$ cat src/rtl/ex_branch_ctrl_pkg.sv
// Shared definitions for the execute-stage branch/hold controller:
// word type, branch encodings, FSM state codes and the branch-condition helper.
package ex_branch_ctrl_pkg;

  typedef logic [31:0] int32_t;

  localparam logic [1:0] B_NONE = 2'b00;
  localparam logic [1:0] B_ALW  = 2'b01;
  localparam logic [1:0] B_Z    = 2'b10;
  localparam logic [1:0] B_N    = 2'b11;

  typedef enum logic [1:0] {
    ST_IDLE = 2'b00,
    ST_STRD = 2'b01,
    ST_CONV = 2'b10
  } state_e;

  function automatic logic branch_cond(input logic [1:0] b, input logic z, input logic n);
    logic taken;
    taken = 1'b0;
    case (b)
      B_ALW:   taken = 1'b1;
      B_Z:     taken = z;
      B_N:     taken = n;
      default: taken = 1'b0;
    endcase
    return taken;
  endfunction

endpackage

$ cat src/rtl/ex_branch_ctrl.sv
// Execute-stage control: resolves branches against the local condition codes and
// holds the pipeline through multi-cycle strided and convolution instructions.
module ex_branch_ctrl
  import ex_branch_ctrl_pkg::*;
#(
  parameter int unsigned CONV_TIMEOUT = 255
) (
  input  logic        clk,
  input  logic        reset,
  input  logic [31:0] ex_pc,
  input  logic [31:0] ex_rB_data,
  input  logic [1:0]  ex_b,
  input  logic        ex_setcc,
  input  logic [2:0]  ex_strd,
  input  logic        ex_conv_en,
  input  logic [31:0] alu_result,
  input  logic        conv_done,
  output logic        conv_start,
  output logic        stall,
  output logic        b_taken,
  output logic [31:0] b_target,
  output logic        cc_z,
  output logic        cc_n,
  output logic        conv_err
);

  localparam logic [7:0] TIMEOUT_CNT = 8'(CONV_TIMEOUT);

  state_e      state_q, state_d;
  logic [2:0]  strd_cnt_q, strd_cnt_d;
  logic [7:0]  wait_q, wait_d;
  logic        cc_z_q, cc_z_d;
  logic        cc_n_q, cc_n_d;
  logic        conv_err_q, conv_err_d;

  logic        stall_c;
  logic        start_c;
  logic        complete_c;
  logic        taken_c;
  int32_t      target_sum;

  always_ff @(posedge clk or posedge reset) begin
    if (reset) begin
      state_q    <= ST_IDLE;
      strd_cnt_q <= 3'd0;
      wait_q     <= 8'd0;
      cc_z_q     <= 1'b0;
      cc_n_q     <= 1'b0;
      conv_err_q <= 1'b0;
    end else begin
      state_q    <= state_d;
      strd_cnt_q <= strd_cnt_d;
      wait_q     <= wait_d;
      cc_z_q     <= cc_z_d;
      cc_n_q     <= cc_n_d;
      conv_err_q <= conv_err_d;
    end
  end

  // complete_c marks the single cycle in which the held instruction retires.
  always_comb begin
    state_d    = state_q;
    strd_cnt_d = strd_cnt_q;
    wait_d     = wait_q;
    conv_err_d = conv_err_q;
    stall_c    = 1'b0;
    start_c    = 1'b0;
    complete_c = 1'b0;

    case (state_q)
      ST_IDLE: begin
        if (ex_conv_en) begin
          state_d = ST_CONV;
          start_c = 1'b1;
          stall_c = 1'b1;
          wait_d  = 8'd1;
        end else if (ex_strd != 3'd0) begin
          state_d    = ST_STRD;
          strd_cnt_d = ex_strd - 3'd1;
          stall_c    = 1'b1;
        end else begin
          complete_c = 1'b1;
        end
      end
      ST_STRD: begin
        if (strd_cnt_q == 3'd0) begin
          state_d    = ST_IDLE;
          complete_c = 1'b1;
        end else begin
          strd_cnt_d = strd_cnt_q - 3'd1;
          stall_c    = 1'b1;
        end
      end
      ST_CONV: begin
        // Done takes precedence over a timeout landing on the same cycle.
        if (conv_done) begin
          state_d    = ST_IDLE;
          complete_c = 1'b1;
          wait_d     = 8'd0;
        end else if (wait_q == TIMEOUT_CNT) begin
          state_d    = ST_IDLE;
          complete_c = 1'b1;
          conv_err_d = 1'b1;
          wait_d     = 8'd0;
        end else begin
          wait_d  = wait_q + 8'd1;
          stall_c = 1'b1;
        end
      end
      default: begin
        state_d = ST_IDLE;
      end
    endcase
  end

  // Branches see the flags as they were before their own setcc update.
  always_comb begin
    cc_z_d = cc_z_q;
    cc_n_d = cc_n_q;
    if (complete_c && ex_setcc) begin
      cc_z_d = (alu_result == 32'd0);
      cc_n_d = alu_result[31];
    end
  end

  assign taken_c    = complete_c & branch_cond(ex_b, cc_z_q, cc_n_q);
  assign target_sum = ex_pc + ex_rB_data;

  // Outputs are forced quiet while reset is held, since the ID/EX fields may not yet be cleared.
  assign conv_start = start_c & ~reset;
  assign stall      = stall_c & ~reset;
  assign b_taken    = taken_c & ~reset;
  assign b_target   = (taken_c && !reset) ? target_sum : 32'd0;
  assign cc_z       = cc_z_q;
  assign cc_n       = cc_n_q;
  assign conv_err   = conv_err_q;

endmodule

$ cat config.mk
export PLATFORM = sky130hd
export DESIGN_NAME = ex_branch_ctrl
export DESIGN_NICKNAME = d
export VERILOG_FILES = /design/src/rtl/ex_branch_ctrl_pkg.sv /design/src/rtl/ex_branch_ctrl.sv
export SDC_FILE = /design/constraint.sdc
export NUM_CORES = 1
export LEC_CHECK = 0
export BUFFER_PORTS_ARGS = -buffer_cell sky130_fd_sc_hd__buf_4
export CORE_MARGIN = 5
export CORE_UTILIZATION = 40
export CTS_BUF_LIST = sky130_fd_sc_hd__clkbuf_8
export CTS_CLUSTER_SIZE = 28
export DETAILED_ROUTE_END_ITERATION = 8
export GPL_ROUTABILITY_DRIVEN = 0
export PLACE_DENSITY = 0.77
export SYNTH_ARGS = -nofsm -noshare
export SYNTH_HDL_FRONTEND = slang
export SYNTH_SLANG_ARGS = --single-unit
$ cat constraint.sdc
create_clock -name clk -period 6.2 [get_ports clk]
set_input_delay 1.24 -clock clk [delete_from_list [all_inputs] [get_ports clk]]
set_output_delay 1.24 -clock clk [all_outputs]
set_load 0.05 [all_outputs]
## Yosys cells after proc, flatten, opt, wreduce, memory -nomap -nowiden

Cells that the tools add are included.
W data, S select, Z words.

| storage, ports and cells | value |
|---|---|
| word-level logic and storage cells | 72 |
| register bits | 16 |
| bits of input ports | 106 |
| output and inout port bits | 38 |

| operators by class | value |
|---|---|
| eq/ne operators | 13 |
| bitwise gates (word level) | 6 |
| multiplexer cells | 30 |
| reductions and logical operators | 13 |
| add/subtract/negate cells | 4 |

Operators with widths:

| kind | count |
|---|---|
| $add A32 B32 Y32 | 1 |
| $logic_not A32 Y1 | 1 |
| $mux W32 | 1 |
| $mux W8 | 3 |
| $pmux W8 S2 | 1 |
| $mux W1 | 12 |
| $mux W2 | 5 |
| $ne A2 B2 Y1 const B | 5 |
| $mux W3 | 3 |
| $pmux W1 S3 | 3 |
| $add A8 B1 Y8 const B | 1 |
| $eq A8 B8 Y1 const B | 1 |
| $eq A2 B2 Y1 const B | 3 |
| $ne A3 B3 Y1 const B | 2 |
| $pmux W2 S3 | 1 |
| $pmux W3 S2 | 1 |
| $reduce_and A3 Y1 | 2 |
| $sub A3 B1 Y3 const B | 2 |
| $and A1 B1 Y1 | 4 |
| $eq A2 B1 Y1 const B | 2 |
| $reduce_and A4 Y1 | 1 |
| $reduce_bool A2 Y1 | 2 |
| $logic_not A3 Y1 | 1 |
| $reduce_bool A3 Y1 | 1 |
| 5 further kinds | 7 |

## Longest topological paths before layout

Gate-level depths: netlist (run 1).

| depth | value |
|---|---|
| depth in word-level cells | 7 |
| depth in mapped cells | 10 |
| gate-level depth less buffers | 10 |

## Worst setup path after synthesis (run 1)

No wires, ideal clock.

| timing | value |
|---|---|
| path kind | input port to output port |
| from | input ex_pc[0] |
| to | output b_target[26] |
| arrival time | 3989 ps |
| required time | 4960 ps |
| path slack | 971 ps |
| buffers on the path | 0 |
| cell stages on the path | 10 |
| cell sequence | ha_1 > inv_1 > fa_1 > nor2b_1 > o2111ai_1 > a31oi_1 > o211ai_1 > a21o_1 > nand3_1 > nor3b_1 |

| on the way | value |
|---|---|
| longest elaborated chain between the ends | 2 |

Ends and longest elaborated chain:

| element | RTL line | text |
|---|---|---|
| start, declared | ex_branch_ctrl.sv:10 | `input logic [31:0] ex_pc,` |
| $add A32 B32 Y32 | ex_branch_ctrl.sv:127 | `assign target_sum = ex_pc + ex_rB_data;` |
| $mux W32 | ex_branch_ctrl.sv:133 | `assign b_target = (taken_c && !reset) ? target_sum : 32'd0;` |
| end, declared | ex_branch_ctrl.sv:21 | `output logic [31:0] b_target,` |

Every way passes these cells.

## Final worst setup path (run 1)

| timing | value |
|---|---|
| from | input ex_rB_data[7] |
| to | output b_target[31] |

| on the way | value |
|---|---|
| longest elaborated chain between the ends | 2 |

Ends and longest elaborated chain:

| element | RTL line | text |
|---|---|---|
| start, declared | ex_branch_ctrl.sv:11 | `input logic [31:0] ex_rB_data,` |
| $add A32 B32 Y32 | ex_branch_ctrl.sv:127 |  |
| $mux W32 | ex_branch_ctrl.sv:133 |  |

Every way passes these cells.

==> reports/metrics.yaml, run 1 <==
outcome:
  status: "completed"
synth:
  syn-cell-area_sq_um: 2870
  synth_cells: 396
  syn_nets: 536
  syn_avg_cell_area_sq_um: 7.26
  synth.yosys.seq_area_share: 0.139
  synthFlopType: "dfrtp_1"
  synth_edf_count: 0
  yosys_warnings: 0
  ys_seq_elements: 16
  ys_async_sr_fraction: 1.00
  synth.distinct_cells: 57
pwr:
  power_frac_comb: 0.638
  p_clk_frac: 0.127
  switching_share: 0.457
  switching_power_uw: 327
  total_leakage_power_uw: 0.00196
  p_per_area_nw_per_um2: 176
  seqPwrFrac: 0.236
  p_int_uw: 389
  total_power_uw: 716
  ir_drop_mv: 0.204
clock_network:
  numCtsBuffers: 3
  ctsHtreeMaxLevel: 1
  path_clk_slew_ns: 0.06
  hold_buffers: 0
  cts.repair.resized: 0
  cts_setup_buffers: 0
  tritoncts: "built"
  clock_path_buffers: 2
  cts_root_buffer: "clkbuf_8"
  cts_sinks: 16
  insertion_delay_ns: 0.24
critical_path:
  start_kind: "input port"
  crit_fanout: 6
  endpoint_kind: "primary output"
  cp.arrival_ns: 3.67
  path_class: "input port to primary output"
  worst-r2r-setup-slack_ns: 4.24
  required_ns: 4.96
die:
  die_area_sq_um: 8980
  core_sq_um: 7140
  die-height_microns: 94.8
  dieWidth_microns: 94.8
  start_util: 0.403
  ios: 144
  rows: 31
layout:
  mostFrequentLayoutCells: "buf_4 (143), nor2_1 (52), a21oi_1 (39)"
  fin_cells: 626
  areaGrowthSynthToFinish_pct: 41.2
  final_common_cell: "buf_4"
  multi_input_area_sq_um: 2330
  diodes: 0
  n_fill_cell: 674
  regArea_sq_um: 400
  fin_nets: 668
  drive_above_1_share: 0.300
grt:
  grt_max_degree: 35
  track_usage: 0.189
  antenna_found_initial: 0
  grt_overflow: 0
  grt_pass1_vias: 3323
  grt_pass1_wl_microns: 14300
timing:
  clock_skew_ns: 0.000852
  slew_headroom: 0.488
  rsz0062_at_grt: "no"
  finalCritPeriodShare: 0.792
  drv_slew: 0
  tns_ns: 0
  fin_crit_ns: 4.91
  setup_ws_ns: 1.29
  hold_viol: 0
  worst_pin_slew_ns: 0.762
  finalSetupViolations: 0
  clock.fmax_mhz: 204
drt:
  wl_met3_microns: 750
  viasPerCell: 5.58
  wl_met1_microns: 3740
  top_layer: "met4"
  wl_per_cell_microns: 14.6
  met2_length_microns: 4460
  drt_iter0_markers: 130
  vias: 3490
  firstDrtPassIters: 5
  ant_nets: 0
  drc: 0
  routed_wl_microns: 9120
placed_design:
  dpl_worst_slack_ns: 1.30
  dp_hpwl_microns: 7740
  place_inst: 622
  io_buffer_count: 143
flow_run:
  maxCapViolations: 0
min_path:
  worstHoldPathType: "flop to flop"
==> path summary, 6_finish.rpt <==
path | start | to | cells past startpoint
max in group asynchronous | reset | wait_q[6]$_DFFE_PP0P_ | 2
max | ex_rB_data[7] | b_target[31] | 10
min | conv_err$_DFFE_PP0P_ | conv_err$_DFFE_PP0P_ | 1
max reg2reg | state_q[0]$_DFFE_PP0P_ | strd_cnt_q[2]$_DFFE_PP0P_ | 5
min reg2reg | conv_err$_DFFE_PP0P_ | conv_err$_DFFE_PP0P_ | 1
min in group asynchronous | reset | conv_err$_DFFE_PP0P_ | 2
==> registers in the layout (all words and copies together), names as in the netlist <==
register / cells
state_q: 2
strd_cnt_q: 3
cc_z: 1
wait_q: 8
cc_n: 1
conv_err: 1
==> cell usage after synthesis, drive strengths merged (2+ instances only) <==
library cell,n,share of area
nor3b,4,0.010
xnor2,14,0.043
nand2,28,0.037
a31oi,6,0.013
and2,3,0.0065
nand2b,4,0.0087
xor2,16,0.049
dfrtp,16,0.14
inv,19,0.025
a21oi,39,0.068
o221a,2,0.0078
clkbuf,15,0.020
o21bai,3,0.0078
a21o,13,0.034
nor4,10,0.027
nor2,52,0.068
nor3,6,0.010
or2,4,0.0087
o31ai,2,0.0052
nand3,17,0.030
mux2i,3,0.010
o221ai,3,0.0091
and3,5,0.011
nand3b,2,0.0052
nand4,13,0.028
a31o,3,0.0091
o2111ai,4,0.012
nor2b,6,0.013
o211ai,4,0.010
a211oi,3,0.0078
and4,3,0.0091
mux2,2,0.0078
ha,33,0.14
o21ai,16,0.028
o21a,7,0.018
==> through the flow <==
step | hold WS (ns) | util | instance area [sq um]
finish | 0.467 | 0.569 | 4060
global route | 0.513 | 0.569 | 4060
CTS | 0.469 | 0.569 | 4060
detailed placement | 0.453 | 0.561 | 4000
global placement | 0.449 | 0.561 | 4000
floorplan | 0.501 | - | 2870
==> power groups by stage <==
stage / clock, uW / combinational, uW / sequential [uW]
after floorplan: 0 / 325 / 163
after global placement: 0 / 442 / 168
after detailed placement: 0 / 451 / 170
after CTS: 93.1 / 453 / 168
after global routing: 96.4 / 500 / 172
final: 90.9 / 457 / 169
==> cell type report <==
type	count	share of cell area
clock buffer	4	0.0136
timing repair buffer	143	0.264
inverter	19	0.0176
tap	99	0.0305
multi-input combinational	345	0.575
sequential	16	0.0986
==> logic make-up (layout without fill, tap and decap cells) <==
| logic type | count (synthesis) | after routing | share of synthesized area |
|---|---|---|---|
| buffers and inverters | 35 | 166 | 0.0483 |
| xor gates and xnor gates | 30 | 30 | 0.0914 |
| adders and majority gates | 34 | 34 | 0.151 |
| DFF | 16 | 16 | 0.139 |
| AOI/OAI and AO/OA | 116 | 116 | 0.269 |
| and+or+nand+nor | 160 | 160 | 0.283 |
| muxes | 5 | 5 | 0.0183 |
==> worst max-delay path, cell delays in order <==
cell and delay, ns:
buf_4 0.11, ha_1 0.37, nand4_1 0.14, nor2_1 0.19
o21ai_1 0.16, a2111oi_2 0.61, o21ai_1 0.24, o311ai_1 0.32
nand2_1 0.08, buf_4 0.20
==> per-layer routing <==
metal  global-route usage  up-vias
met5                    0        -
li1                     -     1722
met3               0.0231       16
met1                0.240     1580
met2                0.337      172
met4               0.0505        0
Note: power is estimated with default switching activity, not from simulation.
==> inputs of run 2 (changes only) <==
- ABC_AREA: unset -> 1
- PLACE_DENSITY: 0.77 -> 0.76
- clock period: 6.2 -> 4.3 ns (I/O delays scaled with it)
==> run 2 against run 1 <==
Net effect:
- worst setup slack worse by 0.58 ns
- critical endpoint is now b_target[24]
- largest cell class unchanged
- synthesized area up 27%
- sequential cell count unchanged
- non-clock buffer count up 1
- sequential power up 36%
- register-to-register slack worse by 1.6 ns
==> reports/metrics.yaml, run 2 <==
outcome:
  status: "completed"
layout:
  top_register: "wait_q"
  fin_nets: 957  # +43%
  largest_register_ffs: 8  # unchanged
  drive_above_1_share: 0.222  # -0.0777
  areaGrowthSynthToFinish_pct: 33.5
  final_common_cell: "nand2_1"
  diodes: 0  # unchanged
  fin_cells: 923  # +47%
  n_fill_cell: 884  # +31%
  mostFrequentLayoutCells: "nand2_1 (237), buf_4 (144), inv_1 (139)"
  top_regs: "wait_q: 8 flops, strd_cnt_q: 3 flops, state_q: 2 flops"
clock_network:
  path_clk_slew_ns: 0.06  # about the same
  cts_root_buffer: "clkbuf_8"
  hold_buffers: 0  # unchanged
  cts_setup_buffers: 0  # unchanged
  numCtsBuffers: 3  # unchanged
  cts.repair.resized: 0  # unchanged
  clock_path_buffers: 2  # unchanged
  ctsHtreeMaxLevel: 1  # unchanged
  tritoncts: "built"
  cts_sinks: 16  # unchanged
  insertion_delay_ns: 0.25  # about the same
synth:
  syn-cell-area_sq_um: 3640  # +27%
  ys_async_sr_fraction: 1.00  # unchanged
  synth_top_area_cell: "nand2_1"
  synth_most_common_cell: "nand2_1"
  synth_edf_count: 0  # unchanged
  synthFlopType: "dfrtp_1"
  syn_nets: 810  # +51%
  yosys_warnings: 0  # unchanged
  ys_top_cells_by_count: "nand2_1 (237), inv_1 (139), nor2_1 (73)"
  syn_avg_cell_area_sq_um: 5.43  # -25%
  synth.yosys.seq_area_share: 0.110  # -0.0293
  ys_seq_elements: 16  # unchanged
  netlist_top_cells_area: "nand2_1 (24%), inv_1 (14%), ha_1 (11%)"
  synth.distinct_cells: 31  # -46%
  synth_top_area_frac: 0.244  # +0.101
  synth_cells: 670  # +69%
die:
  core_sq_um: 8810  # +23%
  rows: 34  # +9.7%
  die-height_microns: 105  # +11%
  die_area_sq_um: 11100  # +24%
  ios: 144  # unchanged
  dieWidth_microns: 105  # +11%
  start_util: 0.413  # +0.0105
timing:
  rsz0062_at_grt: "no"
  finalSetupViolations: 0  # unchanged
  fin_crit_ns: 3.58
  finalCritPeriodShare: 0.834
  hold_viol: 0  # unchanged
  drv_slew: 0  # unchanged
  clock_skew_ns: 0.00229  # +0.00143 ns
  slew_headroom: 0.551  # +0.0624
  tns_ns: 0  # unchanged
  clock.fmax_mhz: 279
  worst_pin_slew_ns: 0.667  # -0.0948 ns
placed_design:
  place_inst: 920  # +48%
  dp_hpwl_microns: 9620  # +24%
  io_buffer_count: 143  # unchanged
drt:
  firstDrtPassIters: 5  # unchanged
  drc: 0  # unchanged
  drt_iter0_markers: 204  # +57%
  ant_nets: 0  # unchanged
  vias: 4439  # +27%
  wl_per_cell_microns: 11.9  # -19%
  viasPerCell: 4.81  # -14%
  routed_wl_microns: 11000  # +20%
critical_path:
  worst-r2r-setup-slack_ns: 2.63  # -1.61 ns
  required_ns: 3.44  # -1.52 ns
  endpoint_kind: "primary output"
  r2r-start: "state_q[1]$_DFFE_PP0P_"
  start_kind: "input port"
  slowest_stage: "fa_1"
  path_class: "input port to primary output"
  crit_fanout: 3  # -3
  r2r_end: "wait_q[7]$_DFFE_PP0P_"
  cp.arrival_ns: 2.72  # -0.95 ns
  max_stage_delay_ns: 0.40  # -0.21 ns
  crit_path_cell_trace: "buf_4 > ha_1 > inv_1 > fa_1 > inv_1 > nand3_1 > nand3_1 > nand2_1 > nand2_1 > nand2_1 > nand4_1 > nand2_1 > nor2_1 > buf_4"
  critPathMostFrequentCell: "nand2_1"
  rr_worst_depth: 5  # unchanged
min_path:
  hold_path_end: "conv_err$_DFFE_PP0P_"
  hold_depth: 1  # unchanged
  worstHoldStart: "conv_err$_DFFE_PP0P_"
  worstHoldPathType: "flop to flop"
grt:
  antenna_found_initial: 0  # unchanged
  grt_max_degree: 20  # -43%
  grt_pass1_vias: 4286  # +29%
  grt_overflow: 0  # unchanged
  grt_pass1_wl_microns: 18000  # +25%
  track_usage: 0.188  # -0.00185
pwr:
  total_leakage_power_uw: 0.00298  # +52%
  p_per_area_nw_per_um2: 240  # +36%
  ir_drop_mv: 0.337  # +65%
flow_run:
  maxCapViolations: 0  # unchanged
-- run 2: cell count changes after synthesis, moves of 12 or more --
cell	delta
clkbuf_1	-15
nand2_1	+210
nand3_1	+19
xor2_1	-13
nor2_1	+21
nand2_2	+12
inv_1	+120
a21o_1	-12
nor2_2	+12
-- run 2: logic make-up after synthesis --
group | Yosys count | synth area share
simple gates | 406 | 0.486
buf+inv | 142 | 0.157
compound gates | 51 | 0.0774
fa+ha+maj | 34 | 0.119
xor+xnor | 21 | 0.0506
flops | 16 | 0.110
-- run 2: worst max-delay path: cells and delay by family --
family                     cells  cell delay (ns)
buffers and inverters          4             0.47
adders and majority gates      2             0.58
and+or+nand+nor                8             0.80
-- run 2: layout make-up --
type	count	area (sq um)	area share
Tap cell	108	135	0.0278
Clock buffer	3	41.3	0.00850
Multi-Input combinational cell	512	2670	0.549
Sequential cell	16	400	0.0825
Inverter	140	531	0.109
Timing Repair Buffer	144	1080	0.223
-- run 2: through the flow --
stage          power (uW)  utilization  hold slack [ns]  cell area [sq um]  setup slack (ns)
2_1_floorplan         818            -            0.501               3640             0.712
3_3_place_gp         1030        0.547            0.468               4810             0.756
3_5_place_dp         1050        0.547            0.480               4810             0.740
4_1_cts              1170        0.551            0.505               4860             0.739
5_1_grt              1280        0.551            0.555               4860             0.538
6_report             1170        0.551            0.489               4860             0.715
-- run 2: worst max-delay path by stage --
stage                        start           end  slack, ns
final                     ex_pc[0]  b_target[24]       0.72
after global routing      ex_pc[0]  b_target[28]       0.54
after CTS                 ex_pc[0]  b_target[24]       0.74
after detailed placement  ex_pc[0]  b_target[24]       0.74
after global placement    ex_pc[0]  b_target[24]       0.76
after floorplan           ex_pc[0]  b_target[24]       0.71
-- run 2: power by group --
part / leakage [uW] / total, uW / internal [uW] / switching [uW]
logic: 0.00275 / 826 / 299 / 526
registers: 0.000206 / 230 / 193 / 36.8
clock network: 0.0000216 / 111 / 62.2 / 48.7
total: 0.00298 / 1170 / 555 / 612
-- run 2: metal layers --
layer | routed length [microns] | up-vias | track usage
met5 | 0 | - | 0
met4 | 222 | 0 | 0.0553
met3 | 924 | 21 | 0.0269
met2 | 5220 | 167 | 0.336
met1 | 4590 | 1906 | 0.232
li1 | - | 2345 | -
